## src/rtl/mips_cpu_muldiv_ctrl.sv

```systemverilog
// HI/LO owner for the MIPS CPU: iterative shift-add multiply and restoring divide.
// Define MIPS_CPU_MULDIV_FAST_MUL_EN to replace the iterative multiply with a single-cycle product.
module mips_cpu_muldiv_ctrl #(
    parameter int WIDTH = 32,
    parameter int CNT_W = 6
) (
    input  logic             clk,
    input  logic             reset,
    input  logic             op_valid,
    input  logic [2:0]       op,
    input  logic [WIDTH-1:0] A,
    input  logic [WIDTH-1:0] B,
    output logic             busy,
    output logic             done,
    output logic [WIDTH-1:0] hi,
    output logic [WIDTH-1:0] lo
);
    typedef enum logic [1:0] {IDLE, RUN, FIX} state_t;

    localparam logic [2:0] OP_MULT  = 3'd0;
    localparam logic [2:0] OP_MULTU = 3'd1;
    localparam logic [2:0] OP_DIV   = 3'd2;
    localparam logic [2:0] OP_DIVU  = 3'd3;
    localparam logic [2:0] OP_MTHI  = 3'd4;
    localparam logic [2:0] OP_MTLO  = 3'd5;

    state_t               state;
    logic [CNT_W-1:0]     cnt;
    logic [2:0]           opl;
    logic [WIDTH-1:0]     a_r, b_r;
    logic [2*WIDTH-1:0]   acc;

    function automatic logic [WIDTH-1:0] mag(input logic [WIDTH-1:0] x, input logic sgn);
        return (sgn && x[WIDTH-1]) ? -x : x;
    endfunction

    logic               is_div, sgn, neg_q, neg_r, in_sgn;
    logic [WIDTH-1:0]   ma, mb, in_ma, in_mb;
    logic [WIDTH:0]     add_sum, rsh, diff;
    logic [2*WIDTH-1:0] mul_next, div_next, prod, prod_s;
    logic [WIDTH-1:0]   fix_hi, fix_lo;

    always_comb begin
        is_div = opl[1];
        sgn    = ~opl[0];
        ma     = mag(a_r, sgn);
        mb     = mag(b_r, sgn);
        neg_q  = sgn & (a_r[WIDTH-1] ^ b_r[WIDTH-1]);
        neg_r  = sgn & a_r[WIDTH-1];
        in_sgn = ~op[0];
        in_ma  = mag(A, in_sgn);
        in_mb  = mag(B, in_sgn);

        // Multiply: acc = {partial sum, remaining multiplier bits}
        add_sum  = {1'b0, acc[2*WIDTH-1:WIDTH]} + {1'b0, (acc[0] ? ma : {WIDTH{1'b0}})};
        mul_next = {add_sum, acc[WIDTH-1:1]};

        // Divide: acc = {partial remainder, dividend bits shifting into quotient}
        rsh      = acc[2*WIDTH-1:WIDTH-1];
        diff     = rsh - {1'b0, mb};
        div_next = diff[WIDTH] ? {acc[2*WIDTH-2:0], 1'b0}
                               : {diff[WIDTH-1:0], acc[WIDTH-2:0], 1'b1};

`ifdef MIPS_CPU_MULDIV_FAST_MUL_EN
        prod = {{WIDTH{1'b0}}, ma} * {{WIDTH{1'b0}}, mb};
`else
        prod = acc;
`endif
        prod_s = neg_q ? -prod : prod;

        if (!is_div) begin
            fix_hi = prod_s[2*WIDTH-1:WIDTH];
            fix_lo = prod_s[WIDTH-1:0];
        end else if (b_r == '0) begin
            fix_hi = a_r;
            fix_lo = '1;
        end else begin
            fix_hi = neg_r ? -acc[2*WIDTH-1:WIDTH] : acc[2*WIDTH-1:WIDTH];
            fix_lo = neg_q ? -acc[WIDTH-1:0] : acc[WIDTH-1:0];
        end
    end

    always_ff @(posedge clk) begin
        if (reset) begin
            state <= IDLE;
            cnt   <= '0;
            opl   <= '0;
            a_r   <= '0;
            b_r   <= '0;
            acc   <= '0;
            busy  <= 1'b0;
            done  <= 1'b0;
            hi    <= '0;
            lo    <= '0;
        end else begin
            done <= 1'b0;
            case (state)
                IDLE: if (op_valid) begin
                    case (op)
                        OP_MULT, OP_MULTU: begin
                            opl  <= op;
                            a_r  <= A;
                            b_r  <= B;
                            acc  <= {{WIDTH{1'b0}}, in_mb};
                            cnt  <= '0;
                            busy <= 1'b1;
`ifdef MIPS_CPU_MULDIV_FAST_MUL_EN
                            state <= FIX;
`else
                            state <= RUN;
`endif
                        end
                        OP_DIV, OP_DIVU: begin
                            opl   <= op;
                            a_r   <= A;
                            b_r   <= B;
                            acc   <= {{WIDTH{1'b0}}, in_ma};
                            cnt   <= '0;
                            busy  <= 1'b1;
                            state <= (B == '0) ? FIX : RUN;
                        end
                        OP_MTHI: hi <= A;
                        OP_MTLO: lo <= A;
                        default: ;
                    endcase
                end
                RUN: begin
                    acc <= is_div ? div_next : mul_next;
                    cnt <= cnt + CNT_W'(1);
                    if (cnt == CNT_W'(WIDTH-1))
                        state <= FIX;
                end
                FIX: begin
                    hi    <= fix_hi;
                    lo    <= fix_lo;
                    busy  <= 1'b0;
                    done  <= 1'b1;
                    cnt   <= '0;
                    state <= IDLE;
                end
                default: begin
                    busy  <= 1'b0;
                    cnt   <= '0;
                    state <= IDLE;
                end
            endcase
        end
    end
endmodule

```

## config.mk

```make
export PLATFORM = sky130hd
export DESIGN_NAME = mips_cpu_muldiv_ctrl
export DESIGN_NICKNAME = d
export VERILOG_FILES = /design/src/rtl/mips_cpu_muldiv_ctrl.sv
export SDC_FILE = /design/constraint.sdc
export NUM_CORES = 1
export LEC_CHECK = 0
export ABC_CLOCK_PERIOD_IN_PS = 15200
export CAP_MARGIN = 20
export CELL_PAD_IN_SITES_DETAIL_PLACEMENT = 0
export CELL_PAD_IN_SITES_GLOBAL_PLACEMENT = 1
export CORE_MARGIN = 3
export CORE_UTILIZATION = 47
export CTS_CLUSTER_DIAMETER = 100
export DETAILED_ROUTE_END_ITERATION = 10
export GPL_TIMING_DRIVEN = 1
export PLACE_DENSITY = 0.91
export SYNTH_ARGS = -nofsm -noshare
export SYNTH_HDL_FRONTEND = slang
export SYNTH_SLANG_ARGS = --single-unit
```

## constraint.sdc

```tcl
create_clock -name clk -period 15.2 [get_ports clk]
set_clock_uncertainty 0.2 [all_clocks]
set_input_delay 4.56 -clock clk [delete_from_list [all_inputs] [get_ports clk]]
set_output_delay 4.56 -clock clk [all_outputs]
set_load 0.02 [all_outputs]
```

==> results.py, run 1 <==
metrics = {
    "clock_network": {
        "htreeDepth": 1,
        "root_buffer": "clkbuf_16",
        "cts-hold-fix-buffers": 0,
        "worstSkewPairLatency_ps": 560,
        "clock-sinks": 204,
        "clkTransAtPathRegs_ps": 60,
        "post_cts_resized": 0,
        "cts.path.max_buffers": 3,
        "cts_setup_buffers": 0,
        "cts_buffers": 25,
        "cts_tree": "yes",
    },
    "worst_setup_path": {
        "path_max_fanout": 8,
        "cp-start-kind": "input port",
        "worst_path_most_repeated_cell": "nor4_1",
        "critPathBufInv": 1,
        "crit_chain": "clkdlybuf4s50_1 -> nor4_1 -> nor4bb_1 -> and3_1 -> nand3_1 -> nor4_1 -> nor3_1 -> nor4_1 -> nor3_1 -> a211oi_1",
        "worstPathArrival_ps": 7780,
        "critical_path_class": "input port to register",
        "r2r_start": "b_r[6]$_SDFFE_PP0P_",
        "critPathLaunch": "A[6]",
        "critical-path-slowest-cell": "nor4_1",
        "path_delay_family": "simple AND/OR/NAND/NOR gates",
        "crit_path_end_kind": "register",
        "slowest_delay_ps": 680,
        "cp.required_ps": 15450,
    },
    "floorplanning": {
        "initial_core_util": 0.482,
        "die_x_microns": 198,
        "coreArea_sq_um": 36000,
        "io-pin-count": 136,
        "die_area_sq_um": 39200,
        "die_height_microns": 198,
        "std_cell_rows": 69,
    },
    "grt": {
        "gr-total-overflow": 0,
        "grt_max_degree": 98,
        "grt_use_total": 0.336,
        "antenna_found_initial": 1,
        "grt_pass1_wl_mm": 103,
        "first_global_vias": 17400,
    },
    "job": {
        "drv_cap": 0,
    },
    "layout": {
        "drive_gt1_frac": 0.0443,
        "final_util": 0.545,
        "fin_nets": 2563,
        "area_growth_pct": 13.3,
        "final_area_sq_um": 19600,
        "n_fill_cell": 3552,
    },
    "place": {
        "place_area_sq_um": 18800,
        "port_buffers": 135,
        "dp.final_hpwl_mm": 50.1,
        "gp_congestion": 1.01,
    },
    "yosys": {
        "syn_area_sq_um": 17300,
        "synth_top_area_share": 0.236,
        "synth_seq_cells": 204,
        "synth_area_leaders": "dfxtp_1, a21oi_1, nand2_1",
        "synthCells": 2419,
        "async_flop_share": 0,
        "synth_flop_cell": "dfxtp_1",
        "synth_fp_nets": 2562,
        "yosys_warnings": 0,
        "ys_seq_area_frac": 0.236,
        "synth_area_per_cell_sq_um": 7.17,
        "synth_edf_count": 0,
        "synth_area_leader_cell": "dfxtp_1",
        "synth_cell_types": 84,
    },
    "worst_hold_path": {
        "min_path_type": "register to register",
        "worstHoldStart": "hi[12]$_SDFFE_PP0P_",
    },
    "routing": {
        "drc": 0,
        "wirelength_mm": 67.8,
        "first_pass_iters": 6,
        "vias": 18400,
        "wl_per_cell_microns": 23.4,
        "vias_per_cell": 6.36,
        "drt_iter0_drc": 1914,
        "antenna_left": 0,
    },
    "timing": {
        "post-route-min-period_ps": 7530,
        "rsz0062_at_grt": "no",
        "fin_setup_tns_ps": 0,
        "finalCritPeriodShare": 0.495,
        "holdWs_ps": 253,
        "finalHoldViolations": 0,
        "setup_viol_count_final": 0,
        "slew_headroom": 0.265,
        "drv_slew": 0,
        "max_clock_freq_mhz": 133,
        "worstMarginPinSlew_ps": 1100,
    },
    "power": {
        "power.leakage_uw": 0.00725,
        "power_uw": 1900,
        "p_per_area_nw_per_um2": 96.7,
        "ir_drop_mv": 0.0964,
    },
    "run_status": {
        "status": "finished clean",
    },
}
## through the flow
step	std cells	worst slack (ps)
floorplan	2419	8090
global placement	2852	7230
detailed placement	2853	7180
CTS	2896	7740
global route	2897	7430
finish	2898	7670
## where the power goes
group / leakage (uW) / total [uW] / internal, uW / switching (uW)
combinational: 0.00518 / 632 / 236 / 396
sequential: 0.00166 / 632 / 567 / 64.6
clock: 0.000406 / 635 / 381 / 254
## kinds of logic (layout without fill, tap and decap cells)
group / count (synthesis) / in the layout / synth area share
adders and majority gates: 73 / 73 / 0.0536
AOI/OAI and AO/OA: 771 / 771 / 0.279
buffers and inverters: 227 / 244 / 0.0511
and+or+nand+nor: 835 / 835 / 0.220
other: 0 / 1 / 0
muxes: 55 / 55 / 0.0319
DFF: 204 / 204 / 0.236
xor gates and xnor gates: 254 / 254 / 0.128
## per-layer routing
layer | wire, microns | part of all wire | GRT usage | vias to the layer above
met4 | 2560 | 0.038 | 0.114 | 0
met5 | 0 | 0 | 0 | -
li1 | - | - | - | 8662
met1 | 28900 | 0.43 | 0.454 | 8827
met2 | 31400 | 0.46 | 0.549 | 796
met3 | 4960 | 0.073 | 0.0495 | 154
## worst paths after layout
check	end	slack (ps)	cells past startpoint
hold / removal	hi[12]$_SDFFE_PP0P_	250	2
setup / recovery	acc[31]$_SDFFE_PP0P_	7670	10
hold reg to reg	hi[12]$_SDFFE_PP0P_	250	2
setup reg to reg	acc[36]$_SDFFE_PP0P_	8600	19
## synth_stat cells (all sizes together), types with 28 or more instances
cell      n
xnor2   137
o221ai   31
nand2   323
o31ai    29
clkbuf  154
inv      38
o211ai   37
a21oi   301
mux2i    53
or3      31
a211oi   45
nand2b   28
nor2    241
nor3     60
o21ai   151
buf      35
ha       71
xor2    117
dfxtp   204
## sequential cells by signal, summed over array words and instances (netlist names)
register / count
done: 1
hi: 32
state: 2
b_r: 32
lo: 32
acc: 64
cnt: 6
a_r: 32
opl: 2
busy: 1
## worst register-to-register path, delay by kind of cell (launching register included)
family	cells	cell delay, ps
xor gates and xnor gates	1	230
buffers and inverters	1	440
muxes	2	680
adders and majority gates	1	400
and+or+nand+nor	7	2440
DFF	1	380
AOI/OAI and AO/OA	7	1740
## placed cells by master (no fill, tap or decap), types with 45 or more instances in the layout
cell             count
a211oi_1            45
a21oi_1            301
clkdlybuf4s50_1    134
dfxtp_1            203
ha_1                71
mux2i_1             53
nand2_1            322
nor2_1             238
nor3_1              59
o21ai_0            146
xnor2_1            137
xor2_1             117
## cell type report
cell class                 count  area, sq um  share of cell area
multi-input combinational   1988        12400               0.632
sequential                   204         4090               0.208
timing repair buffer         163         1570              0.0798
clock buffer                  34          679              0.0346
tap                          461          577              0.0294
clock inverter                 9          161             0.00822
inverter                      38          143             0.00726
antenna                        1         2.50            0.000127
Power figures use the tool's default switching activity.
==> inputs of run 2 (changes only) <==
==> config.mk (replaced) <==
export PLATFORM = sky130hd
export DESIGN_NAME = mips_cpu_muldiv_ctrl
export DESIGN_NICKNAME = d
export VERILOG_FILES = /design/src/rtl/mips_cpu_muldiv_ctrl.sv
export SDC_FILE = /design/constraint.sdc
export NUM_CORES = 1
export LEC_CHECK = 0
export ABC_CLOCK_PERIOD_IN_PS = 6200
export CAP_MARGIN = 20
export CELL_PAD_IN_SITES_DETAIL_PLACEMENT = 0
export CELL_PAD_IN_SITES_GLOBAL_PLACEMENT = 1
export CORE_MARGIN = 3
export CORE_UTILIZATION = 40
export CTS_CLUSTER_DIAMETER = 100
export DETAILED_ROUTE_END_ITERATION = 10
export GPL_TIMING_DRIVEN = 1
export PLACE_DENSITY = 0.83
export SYNTH_ARGS = -nofsm -noshare
export SYNTH_HDL_FRONTEND = slang
export SYNTH_SLANG_ARGS = --single-unit
==> constraint.sdc (replaced) <==
create_clock -name clk -period 6.2 [get_ports clk]
set_clock_uncertainty 0.2 [all_clocks]
set_input_delay 1.86 -clock clk [delete_from_list [all_inputs] [get_ports clk]]
set_output_delay 1.86 -clock clk [all_outputs]
set_load 0.02 [all_outputs]
==> run 2 against run 1 <==
Sequential share of layout area down 0.43 points. Final area up 2.1%. Hold slack worse by 2.2 ps. Non-clock buffer count up 27. Clock power rose to 2.6 times the previous value.
==> results.py, run 2 (synthesis gave the netlist of run 1 again) <==
metrics = {
    "timing": {
        "finalHoldViolations": 0,
        "slew_headroom": 0.288,
        "rsz0062_at_grt": "no",
        "worstMarginPinSlew_ps": 1070,
        "max_clock_freq_mhz": 182,
        "setup_viol_count_final": 0,
        "drv_slew": 0,
        "fin_setup_tns_ps": 0,
        "post-route-min-period_ps": 5510,
        "finalCritPeriodShare": 0.888,
    },
    "worst_setup_path": {
        "critical_path_class": "register to register",
        "endpoint": "acc[42]$_SDFFE_PP0P_",
        "worstRegToRegCells": 20,
        "critPathLaunch": "b_r[6]$_SDFFE_PP0P_",
        "cp.required_ps": 6440,
        "path_max_fanout": 28,
        "cp-start-kind": "register",
        "reg2reg_to": "acc[42]$_SDFFE_PP0P_",
        "crit_path_end_kind": "register",
        "r2r_start": "b_r[6]$_SDFFE_PP0P_",
        "r2r_slack_ps": 690,
        "worstPathArrival_ps": 5740,
    },
    "routing": {
        "vias": 18500,
        "wl_per_cell_microns": 23.0,
        "wirelength_mm": 69.9,
        "vias_per_cell": 6.09,
        "drt_iter0_drc": 1733,
        "antenna_left": 0,
        "drc": 0,
        "first_pass_iters": 7,
    },
    "floorplanning": {
        "io-pin-count": 136,
        "coreArea_sq_um": 42400,
        "initial_core_util": 0.409,
        "die_area_sq_um": 45900,
        "std_cell_rows": 75,
        "die_height_microns": 214,
        "die_x_microns": 214,
    },
    "power": {
        "p_per_area_nw_per_um2": 239,
        "power.leakage_uw": 0.00742,
        "ir_drop_mv": 0.214,
    },
    "job": {
        "drv_cap": 0,
    },
    "clock_network": {
        "cts_tree": "yes",
        "cts_buffers": 25,
        "cts_setup_buffers": 0,
        "cts-hold-fix-buffers": 0,
        "clkTransAtPathRegs_ps": 60,
        "post_cts_resized": 0,
        "worstSkewPairLatency_ps": 570,
        "root_buffer": "clkbuf_16",
        "htreeDepth": 1,
        "clock-sinks": 204,
        "cts.path.max_buffers": 3,
    },
    "worst_hold_path": {
        "min_path_type": "register to register",
        "min_path_cells": 2,
    },
    "grt": {
        "antenna_found_initial": 0,
        "grt_use_total": 0.290,
        "first_global_vias": 17500,
        "gr-total-overflow": 0,
        "grt_max_degree": 92,
        "grt_pass1_wl_mm": 106,
    },
    "layout": {
        "final_cell_mix": "nand2_1, a21oi_1, nor2_1",
        "drive_gt1_frac": 0.0560,
        "largest_register_ffs": 64,
        "regMostFlops": "acc",
        "layout_commonest_cell": "nand2_1",
        "area_growth_pct": 15.7,
        "diodes": 0,
        "fin_nets": 2590,
        "final_util": 0.473,
    },
    "run_status": {
        "status": "finished clean",
    },
    "place": {
        "port_buffers": 135,
        "dp.final_hpwl_mm": 52.3,
        "gp_congestion": 0.971,
    },
}
## run 2: worst min-delay path by stage
stage	start	to	slack [ps]
2_1_floorplan	b_r[1]$_SDFFE_PP0P_	b_r[1]$_SDFFE_PP0P_	250
3_3_place_gp	hi[9]$_SDFFE_PP0P_	hi[9]$_SDFFE_PP0P_	240
3_5_place_dp	hi[28]$_SDFFE_PP0P_	hi[28]$_SDFFE_PP0P_	240
4_1_cts	hi[10]$_SDFFE_PP0P_	hi[10]$_SDFFE_PP0P_	250
5_1_grt	lo[4]$_SDFFE_PP0P_	lo[4]$_SDFFE_PP0P_	270
6_report	hi[8]$_SDFFE_PP0P_	hi[8]$_SDFFE_PP0P_	250
## run 2: worst max-delay path, stage by stage (launching register included)
cell and delay (ps):
dfxtp_1 360, or4_1 580, nor4_1 350, nand2_1 120
nor3_1 160, buf_4 160, nand2b_1 120, o21ai_0 220
xor2_1 310, ha_1 430, a2111oi_0 400, o21ai_0 140
a221o_1 350, mux2_2 280, a31o_2 250, nor2_4 170
buf_12 220, mux2i_1 230, a211oi_1 100, a21oi_1 170
nor2_1 50
## run 2: power by group
| part | switching, uW | internal, uW |
|---|---|---|
| Sequential | 159 | 1390 |
| Clock | 621 | 1040 |
| Combinational | 986 | 596 |
| Total | 1770 | 3020 |
## run 2: metrics by stage
stage	power (uW)	cells	hold WS, ps	setup slack [ps]	instance area [sq um]
after global placement	3100	2994	242	711	19100
after CTS	4780	3037	252	713	20000
after floorplan	2600	2419	250	1100	17300
final	4790	3040	250	693	20100
after global routing	5020	3040	274	223	20100
after detailed placement	3120	2994	244	523	19100
## run 2: routing by layer
layer,share of wire,vias to the layer above,GRT usage
li1,-,8728,-
met2,0.46,723,0.475
met5,0,-,0
met1,0.42,8931,0.384
met4,0.038,0,0.105
met3,0.078,140,0.0520
## run 2: cell type report
cell class              instances  area (sq um)
clock buffers                  33           696
fillers                      4376         22400
inverters                      38           143
well taps                     577           722
multi-input cells            1988         12400
clock inverters                10           223
flip-flops and latches        204          4090
repair buffers                190          1770
==> inputs of run 3 (changes only) <==
--- a/config.mk
+++ b/config.mk
@@ -14,7 +14,7 @@
 export CTS_CLUSTER_DIAMETER = 100
 export DETAILED_ROUTE_END_ITERATION = 10
 export GPL_TIMING_DRIVEN = 1
-export PLACE_DENSITY = 0.83
+export PLACE_DENSITY = 0.82
 export SYNTH_ARGS = -nofsm -noshare
 export SYNTH_HDL_FRONTEND = slang
 export SYNTH_SLANG_ARGS = --single-unit
==> run 3 against run 2 <==
Register-to-register slack lost 240 ps. Highest routed layer unchanged. Cell count shrank 0.16%. Combinational power is essentially flat. Core utilization shrank 0.20 points.
==> results.py, run 3 (synthesis gave the netlist of run 1 again) <==
metrics = {
    "run_status": {
        "status": "finished clean",
    },
    "worst_setup_path": {
        "cp.required_ps": 6410,
        "cp-start-kind": "register",
        "worstRegToRegCells": 18,
        "r2r_start": "b_r[6]$_SDFFE_PP0P_",
        "path_max_fanout": 12,
        "critical_path_class": "register to register",
        "worstPathArrival_ps": 5960,
        "reg2reg_to": "acc[52]$_SDFFE_PP0P_",
        "crit_path_end_kind": "register",
        "r2r_slack_ps": 450,
    },
    "power": {
        "power.leakage_uw": 0.00737,
        "power_frac_seq": 0.329,
        "p_per_area_nw_per_um2": 235,
        "p_int_uw": 2950,
        "clkPwrFrac": 0.339,
        "share_comb_of_total_power": 0.332,
        "ir_drop_mv": 0.266,
        "power_switching_uw": 1750,
        "swShare": 0.372,
    },
    "clock_network": {
        "worstSkewPairLatency_ps": 560,
        "cts_buffers": 24,
        "root_buffer": "clkbuf_16",
        "cts.path.max_buffers": 3,
        "clock-sinks": 204,
        "cts_tree": "yes",
        "clkTransAtPathRegs_ps": 60,
        "htreeDepth": 1,
        "cts_setup_buffers": 0,
    },
    "worst_hold_path": {
        "hold_path_end": "hi[13]$_SDFFE_PP0P_",
        "min_path_type": "register to register",
        "min_path_cells": 2,
        "worstHoldStart": "hi[13]$_SDFFE_PP0P_",
    },
    "timing": {
        "fin_setup_tns_ps": 0,
        "worstMarginPinSlew_ps": 1070,
        "max_clock_freq_mhz": 174,
        "post-route-min-period_ps": 5750,
        "holdWs_ps": 249,
        "setup_viol_count_final": 0,
        "rsz0062_at_grt": "no",
        "slew_headroom": 0.284,
        "finalWorstSetupSlack_ps": 452,
        "drv_slew": 0,
        "finalCritPeriodShare": 0.927,
        "finalHoldViolations": 0,
    },
    "routing": {
        "drc": 0,
        "vias": 18500,
        "first_pass_iters": 7,
        "vias_per_cell": 6.09,
        "drt_iter0_drc": 1969,
        "wl_per_cell_microns": 22.6,
        "antenna_left": 0,
        "wirelength_mm": 68.7,
    },
    "place": {
        "port_buffers": 135,
        "place_area_sq_um": 19100,
        "dp.final_hpwl_mm": 51.4,
        "dp_cells": 2990,
        "pre_cts_ws_ps": 352,
        "gp_congestion": 0.959,
    },
    "layout": {
        "regMostFlops": "acc",
        "largest_register_ffs": 64,
        "fin_nets": 2583,
        "diodes": 0,
        "stdcell_count": 3035,
        "layout_commonest_cell": "nand2_1",
        "drive_gt1_frac": 0.0553,
        "final_cell_mix": "nand2_1, a21oi_1, nor2_1",
        "final_area_sq_um": 20000,
        "area_growth_pct": 15.2,
    },
    "floorplanning": {
        "io-pin-count": 136,
        "std_cell_rows": 75,
        "coreArea_sq_um": 42400,
        "die_area_sq_um": 45900,
        "initial_core_util": 0.409,
        "die_height_microns": 214,
        "die_x_microns": 214,
    },
    "grt": {
        "grt_max_degree": 95,
        "grt_use_total": 0.285,
        "gr-total-overflow": 0,
        "antenna_found_initial": 0,
        "first_global_vias": 17300,
        "grt_pass1_wl_mm": 105,
    },
    "job": {
        "drv_cap": 0,
    },
}
-- run 3: cell count changes in the layout (fill, tap and decap cells not counted), sizes merged --
cell | before | now
inv | 39 | 38
clkinv | 3 | 6
buf | 56 | 49
clkbuf | 33 | 31
clkinvlp | 0 | 3
bufinv | 6 | 5
-- run 3: worst max path at each step --
| stage | start | slack, ps | to | depth (start not counted) |
|---|---|---|---|---|
| 6_report | b_r[6]$_SDFFE_PP0P_ | 450 | acc[52]$_SDFFE_PP0P_ | 18 |
| 5_1_grt | b_r[6]$_SDFFE_PP0P_ | 20 | acc[52]$_SDFFE_PP0P_ | 18 |
| 4_1_cts | b_r[6]$_SDFFE_PP0P_ | 330 | acc[42]$_SDFFE_PP0P_ | 19 |
| 3_5_place_dp | b_r[6]$_SDFFE_PP0P_ | 350 | acc[42]$_SDFFE_PP0P_ | 19 |
| 3_3_place_gp | b_r[6]$_SDFFE_PP0P_ | 450 | acc[42]$_SDFFE_PP0P_ | 19 |
| 2_1_floorplan | b_r[6]$_SDFFE_PP0P_ | 1100 | acc[34]$_SDFFE_PP0P_ | 18 |
-- run 3: timing repair --
action,4_1_cts,5_1_grt
resized for setup,0,1
endpoints found under the setup margin,0,18
hold buffers,0,0
-- run 3: worst max-delay path, stage by stage, from the launching register on --
cell       delay [ps]
dfxtp_1           360
or4_1             580
nor4_1            380
nand2_1           150
nor3_2            280
nand2b_1          190
o21ai_0           260
xor2_1            230
ha_1              400
a2111oi_0         410
o21ai_0           170
a221o_1           370
mux2_2            280
a31o_2            250
nor2_4            300
buf_4             280
mux2i_1           250
a2bb2oi_1         180
nand2_1            70
-- run 3: per-stage QoR --
step / total power [uW] / utilization
2_1_floorplan: 2600 / -
3_3_place_gp: 3080 / 0.450
3_5_place_dp: 3100 / 0.450
4_1_cts: 4680 / 0.471
5_1_grt: 4920 / 0.471
6_report: 4700 / 0.471
-- run 3: cell type report --
cell class / instances / area, sq um
Tap cell: 577 / 722
Fill cell: 4346 / 22400
Clock buffer: 30 / 663
Clock inverter: 14 / 214
Multi-Input combinational cell: 1988 / 12400
Inverter: 38 / 143
Timing Repair Buffer: 184 / 1720
Sequential cell: 204 / 4090
-- run 3: metal layers --
metal | wire length (microns) | track usage
met1 | 29200 | 0.385
met2 | 31300 | 0.461
met3 | 5280 | 0.0465
met4 | 2910 | 0.103
met5 | 0 | 0
-- run 3: power by group through the flow --
| stage | combinational [uW] | clock [uW] | sequential [uW] |
|---|---|---|---|
| 4_1_cts | 1530 | 1600 | 1540 |
| 6_report | 1560 | 1590 | 1550 |
| 3_3_place_gp | 1520 | 0 | 1570 |
| 2_1_floorplan | 1100 | 0 | 1500 |
| 3_5_place_dp | 1530 | 0 | 1570 |
| 5_1_grt | 1710 | 1650 | 1560 |
==> RTL edit 1: new RTL, settings of run 3 <==
Re-encode `state_t` (3 states) as one-hot, 3 bits wide.
--- a/src/rtl/mips_cpu_muldiv_ctrl.sv
+++ b/src/rtl/mips_cpu_muldiv_ctrl.sv
@@ -17,3 +17,3 @@
 );
-    typedef enum logic [1:0] {IDLE, RUN, FIX} state_t;
+    typedef enum logic [2:0] {IDLE = 3'b001, RUN = 3'b010, FIX = 3'b100} state_t;
 
Behaviour: no difference found for any inputs over 4 cycles, from zero or initial values and one cycle with reset high; so few cycles prove little.
==> RTL edit 1 against run 3 <==
Core utilization decreased by 0.65 points. Final area increased by 0.38%. Via count about the same. Sequential cell count increased by 1. Worst setup slack improved by 0.38 ns. Total power decreased by 13%. Sequential share of layout area about the same. Area after synthesis increased by 0.99%. Routed wire length increased by 0.53%. Worst hold slack improved by 0.0011 ns.
==> RTL edit 1: results (changes against run 3) <==
largest stage delay on the critical path = 0.41 ns (was 0.58 ns)
r2r endpoint = acc[56]$_SDFFE_PP0P_ (was acc[52]$_SDFFE_PP0P_)
CP Data Arrival Time = 5.56 ns (was 5.96 ns)
share of cells above drive strength 1 = 5.78% (was 5.53%)
largest net degree at the start of global routing = 74 (was 95)
Slew Limit Headroom = 26.2% (was 28.4%)
post-synthesis sequential area ratio = 23.4% (was 23.6%)
final cell count without fillers = 3023 (was 3035)
hold slack = 0.250 ns (was 0.249 ns)
Crit Path Max Fanout = 15 (was 12)
fillcell total = 4437 (was 4346)
placed cell area = 19200 um2 (was 19100 um2)
Yosys cell types = 92 (was 84)
commonest cells in the netlist = 293 x nand2_1, 278 x a21oi_1, 238 x nor2_1 (was 323 x nand2_1, 301 x a21oi_1, 241 x nor2_1)
register area = 4110 um2 (was 4090 um2)
initial antenna violation count = 3 (was 0)
status = finished clean (unchanged)
DR iter-0 viols = 1535 (was 1969)
R2R Setup Slk = 0.83 ns (was 0.45 ns)
DR pass1 iterations = 5 (was 7)
GR Util All Layers = 28.5% (about the same)
syn nets = 2549 (was 2562)
dpl hpwl = 52.2 mm (was 51.4 mm)
first-pass GRT wire length = 104 mm (was 105 mm)
RD Place Congestion = 0.954 (was 0.959)
synth top area cells = dfxtp_1 23%, a21oi_1 7.9%, xnor2_1 7.3%, nand2_1 6.3%, xor2_1 5.2% (was dfxtp_1 24%, a21oi_1 8.7%, nand2_1 7.0%, xnor2_1 6.9%, xor2_1 5.9%)
Sw Ratio = 33.4% (was 37.2%)
leak pwr = 7.53 nW (was 7.37 nW)
worst ir drop on vdd = 0.000175 V (was 0.000266 V)
Min-Delay Endpoint = lo[18]$_SDFFE_PP0P_ (was hi[13]$_SDFFE_PP0P_)
nets@finish = 2565 (was 2583)
reg-to-reg startpoint = b_r[2]$_SDFFE_PP0P_ (was b_r[6]$_SDFFE_PP0P_)
Syn Area/Cell = 7.28 um2 (was 7.17 um2)
Hold Startpoint = lo[18]$_SDFFE_PP0P_ (was hi[13]$_SDFFE_PP0P_)
RTL edit 1: kinds of logic (layout without fill, tap and decap cells):
logic type                 after synthesis  in the layout  synth area share [%]
xor gates and xnor gates               250            250                  12.5
muxes                                   49             49                  2.82
buffers and inverters                  236            268                  5.43
and+or+nand+nor                        805            805                  21.7
DFF                                    205            205                  23.4
AOI/OAI and AO/OA                      788            788                  28.8
adders and majority gates               73             73                  5.30
RTL edit 1: worst max-delay path by stage:
stage,endpoint,slack [ns],cells past startpoint
3_5_place_dp,acc[56]$_SDFFE_PP0P_,0.96,18
6_report,acc[56]$_SDFFE_PP0P_,0.83,18
2_1_floorplan,acc[57]$_SDFFE_PP0P_,1.61,19
3_3_place_gp,acc[17]$_SDFFE_PP0P_,1.09,10
4_1_cts,acc[56]$_SDFFE_PP0P_,0.94,18
5_1_grt,acc[56]$_SDFFE_PP0P_,0.51,19
RTL edit 1: final cells by class:
cell class	count	area share [%]
repair buffers	177	8.30
well taps	585	3.65
inverters	49	0.918
clock buffers	27	3.21
multi-input cells	1965	62.3
flip-flops and latches	205	20.5
clock inverters	15	1.08
RTL edit 1: per-layer routing:
metal  routed length, um  vias up  track usage (%)
li1                    -     8710                -
met1               28900     8885             36.9
met2               31700      710             46.9
met3                5300      171             5.59
met4                3140        2             11.3
met5                   8        -                0
RTL edit 1: power by group through the flow:
stage	sequential, mW	combinational [mW]	clock, mW
floorplan	1.45	0.686	0
CTS	1.44	1.03	1.59
global route	1.45	1.13	1.64
detailed placement	1.47	1.03	0
global placement	1.47	1.02	0
finish	1.45	1.05	1.57
RTL edit 1: critical path, delay by kind of cell (launching register included):
kind | cells | cell delay [ns]
multiplexers | 1 | 0.24
XOR/XNOR | 1 | 0.32
flip-flops | 1 | 0.34
buffers and inverters | 1 | 0.25
AND/OR/NAND/NOR | 8 | 2.35
adder cells (fa/ha/maj) | 1 | 0.34
AO/OA/AOI/OAI | 6 | 1.16
==> RTL edit 2: new RTL, settings of run 3 <==
Made on the original files. `CNT_W`: 6 -> 8.
--- a/src/rtl/mips_cpu_muldiv_ctrl.sv
+++ b/src/rtl/mips_cpu_muldiv_ctrl.sv
@@ -4,3 +4,3 @@
     parameter int WIDTH = 32,
-    parameter int CNT_W = 6
+    parameter int CNT_W = 8
 ) (
Formal check against the unedited RTL: no difference found for any inputs over 4 cycles, from zero or initial values and one cycle with reset high; that may be too few to reach the edited logic, so the function may still have changed.
==> RTL edit 2 against run 3 <==
Worst setup slack gained 0.15 ns. Routed wire length grew 0.76%. Non-clock buffer count shrank 2. Total power grew 13%. Core utilization shrank 0.29 points. Sequential cell count grew 2. Final area grew 1.2%. Final cell count grew 0.26%. Worst hold slack gained 0.0052 ns. Global-route usage shrank 0.14 points. Critical path type unchanged. Area after synthesis grew 0.94%. Die area grew 0.91%. Clock power grew 3%.
==> RTL edit 2: results (changes against run 3) <==
status = finished clean (unchanged)
WL met3 = 5.75 mm (was 5.28 mm)
placed instance count = 3000 (was 2990)
cts repair resizes = 0 (unchanged)
number of buffers created by CTS = 25 (was 24)
vias per cell = 6.14 (was 6.09)
vias in the first global route = 17500 (was 17300)
CP Data Arrival Time = 5.81 ns (was 5.96 ns)
R2R cell count = 17 (was 18)
post-synthesis sequential area ratio = 23.6% (about the same)
reported net switching power = 2.12 mW (was 1.75 mW)
GR Util All Layers = 28.4% (was 28.5%)
first-pass GRT wire length = 104 mm (was 105 mm)
Min-Delay Endpoint = lo[31]$_SDFFE_PP0P_ (was hi[13]$_SDFFE_PP0P_)
DR iter-0 viols = 1919 (was 1969)
commonest cells in the netlist = 316 x nand2_1, 287 x a21oi_1, 211 x nor2_1 (was 323 x nand2_1, 301 x a21oi_1, 241 x nor2_1)
RD Place Congestion = 0.974 (was 0.959)
Hold Startpoint = lo[31]$_SDFFE_PP0P_ (was hi[13]$_SDFFE_PP0P_)
dpl hpwl = 52.4 mm (was 51.4 mm)
largest net degree at the start of global routing = 126 (was 95)
Syn Area/Cell = 7.25 um2 (was 7.17 um2)
fillcell total = 4377 (was 4346)
r2r endpoint = acc[56]$_SDFFE_PP0P_ (was acc[52]$_SDFFE_PP0P_)
Yosys cell types = 85 (was 84)
nets@finish = 2585 (was 2583)
drt wl/cell = 22.7 um (was 22.6 um)
Crit Path Max Fanout = 22 (was 12)
reg-to-reg startpoint = b_r[6]$_SDFFE_PP0P_ (unchanged)
WL met1 = 29.9 mm (was 29.2 mm)
number of flip-flops in the largest register = 64 (unchanged)
Synth Area in Adders = 5.31% (was 5.36%)
Routed WL = 69.2 mm (was 68.7 mm)
worst slew pin tran = 1.22 ns (was 1.07 ns)
synth top area cells = dfxtp_1 24%, a21oi_1 8.2%, nand2_1 6.8%, xnor2_1 6.6%, xor2_1 6.3% (was dfxtp_1 24%, a21oi_1 8.7%, nand2_1 7.0%, xnor2_1 6.9%, xor2_1 5.9%)
Setup WS pre-CTS = 0.439 ns (was 0.352 ns)
worst ir drop on vdd = 0.000244 V (was 0.000266 V)
post-route clock period utilization = 90.3% (was 92.7%)
hold slack = 0.255 ns (was 0.249 ns)
XOR/XNOR share of the synthesized area = 12.9% (was 12.8%)
multiplexer area fraction after synthesis = 3.27% (was 3.19%)
initial antenna violation count = 1 (was 0)
most frequent cell after synthesis = nand2_1 (unchanged)
Synth Area in Compound Gates = 29.1% (was 27.9%)
placed cell area = 19300 um2 (was 19100 um2)
Top Layer Used = met4 (unchanged)
met2 wire len = 31.2 mm (was 31.3 mm)
DR pass1 iterations = 6 (was 7)
leak pwr = 7.57 nW (was 7.37 nW)
[RTL edit 2: worst max path at each step]
stage                         from                    to  cells past startpoint
2_1_floorplan  b_r[6]$_SDFFE_PP0P_  acc[48]$_SDFFE_PP0P_                     19
3_3_place_gp   b_r[6]$_SDFFE_PP0P_  acc[56]$_SDFFE_PP0P_                     16
3_5_place_dp   b_r[6]$_SDFFE_PP0P_  acc[56]$_SDFFE_PP0P_                     16
4_1_cts        b_r[6]$_SDFFE_PP0P_  acc[56]$_SDFFE_PP0P_                     16
5_1_grt        b_r[6]$_SDFFE_PP0P_  acc[46]$_SDFFE_PP0P_                     16
6_report       b_r[6]$_SDFFE_PP0P_  acc[56]$_SDFFE_PP0P_                     17
[RTL edit 2: power groups by stage]
stage | registers [mW] | logic, mW | clock network (mW)
final | 1.63 | 2.03 | 1.64
after detailed placement | 1.65 | 1.97 | 0
after global routing | 1.64 | 2.20 | 1.71
after CTS | 1.63 | 1.98 | 1.66
after global placement | 1.65 | 1.96 | 0
after floorplan | 1.58 | 1.41 | 0
[RTL edit 2: final cells by class]
class / count / area, um2 / share of cell area, %
Clock buffer: 28 / 668 / 3.31
Sequential cell: 206 / 4130 / 20.4
Inverter: 49 / 184 / 0.910
Multi-Input combinational cell: 1978 / 12500 / 62.0
Clock inverter: 15 / 238 / 1.18
Tap cell: 585 / 732 / 3.62
Timing Repair Buffer: 182 / 1730 / 8.55
[RTL edit 2: routing by layer]
metal	vias up	global-route usage [%]
met5	-	0
met3	149	5.73
met1	8991	38.5
met2	762	45.8
met4	0	7.84
li1	8787	-
[RTL edit 2: critical path: stages, from the launching register on]
cell and delay [ns]:
dfxtp_1 0.36, or4_4 0.56, or3_4 0.37, nor4_2 0.41
nand2_1 0.22, o31ai_1 0.29, xor2_1 0.19, ha_1 0.34
a211oi_1 0.30, o211ai_1 0.13, a31oi_1 0.29, and3_1 0.22
o21ai_0 0.21, a21oi_1 0.67, nor2_4 0.15, buf_12 0.22
mux2i_1 0.17, o221ai_1 0.13
[RTL edit 2: cell families (layout without fill, tap and decap cells)]
| group | Yosys count | in the layout |
|---|---|---|
| muxes | 57 | 57 |
| and+or+nand+nor | 786 | 786 |
| xor gates and xnor gates | 257 | 257 |
| adders and majority gates | 73 | 73 |
| DFF | 206 | 206 |
| AOI/OAI and AO/OA | 805 | 805 |
| buffers and inverters | 230 | 274 |
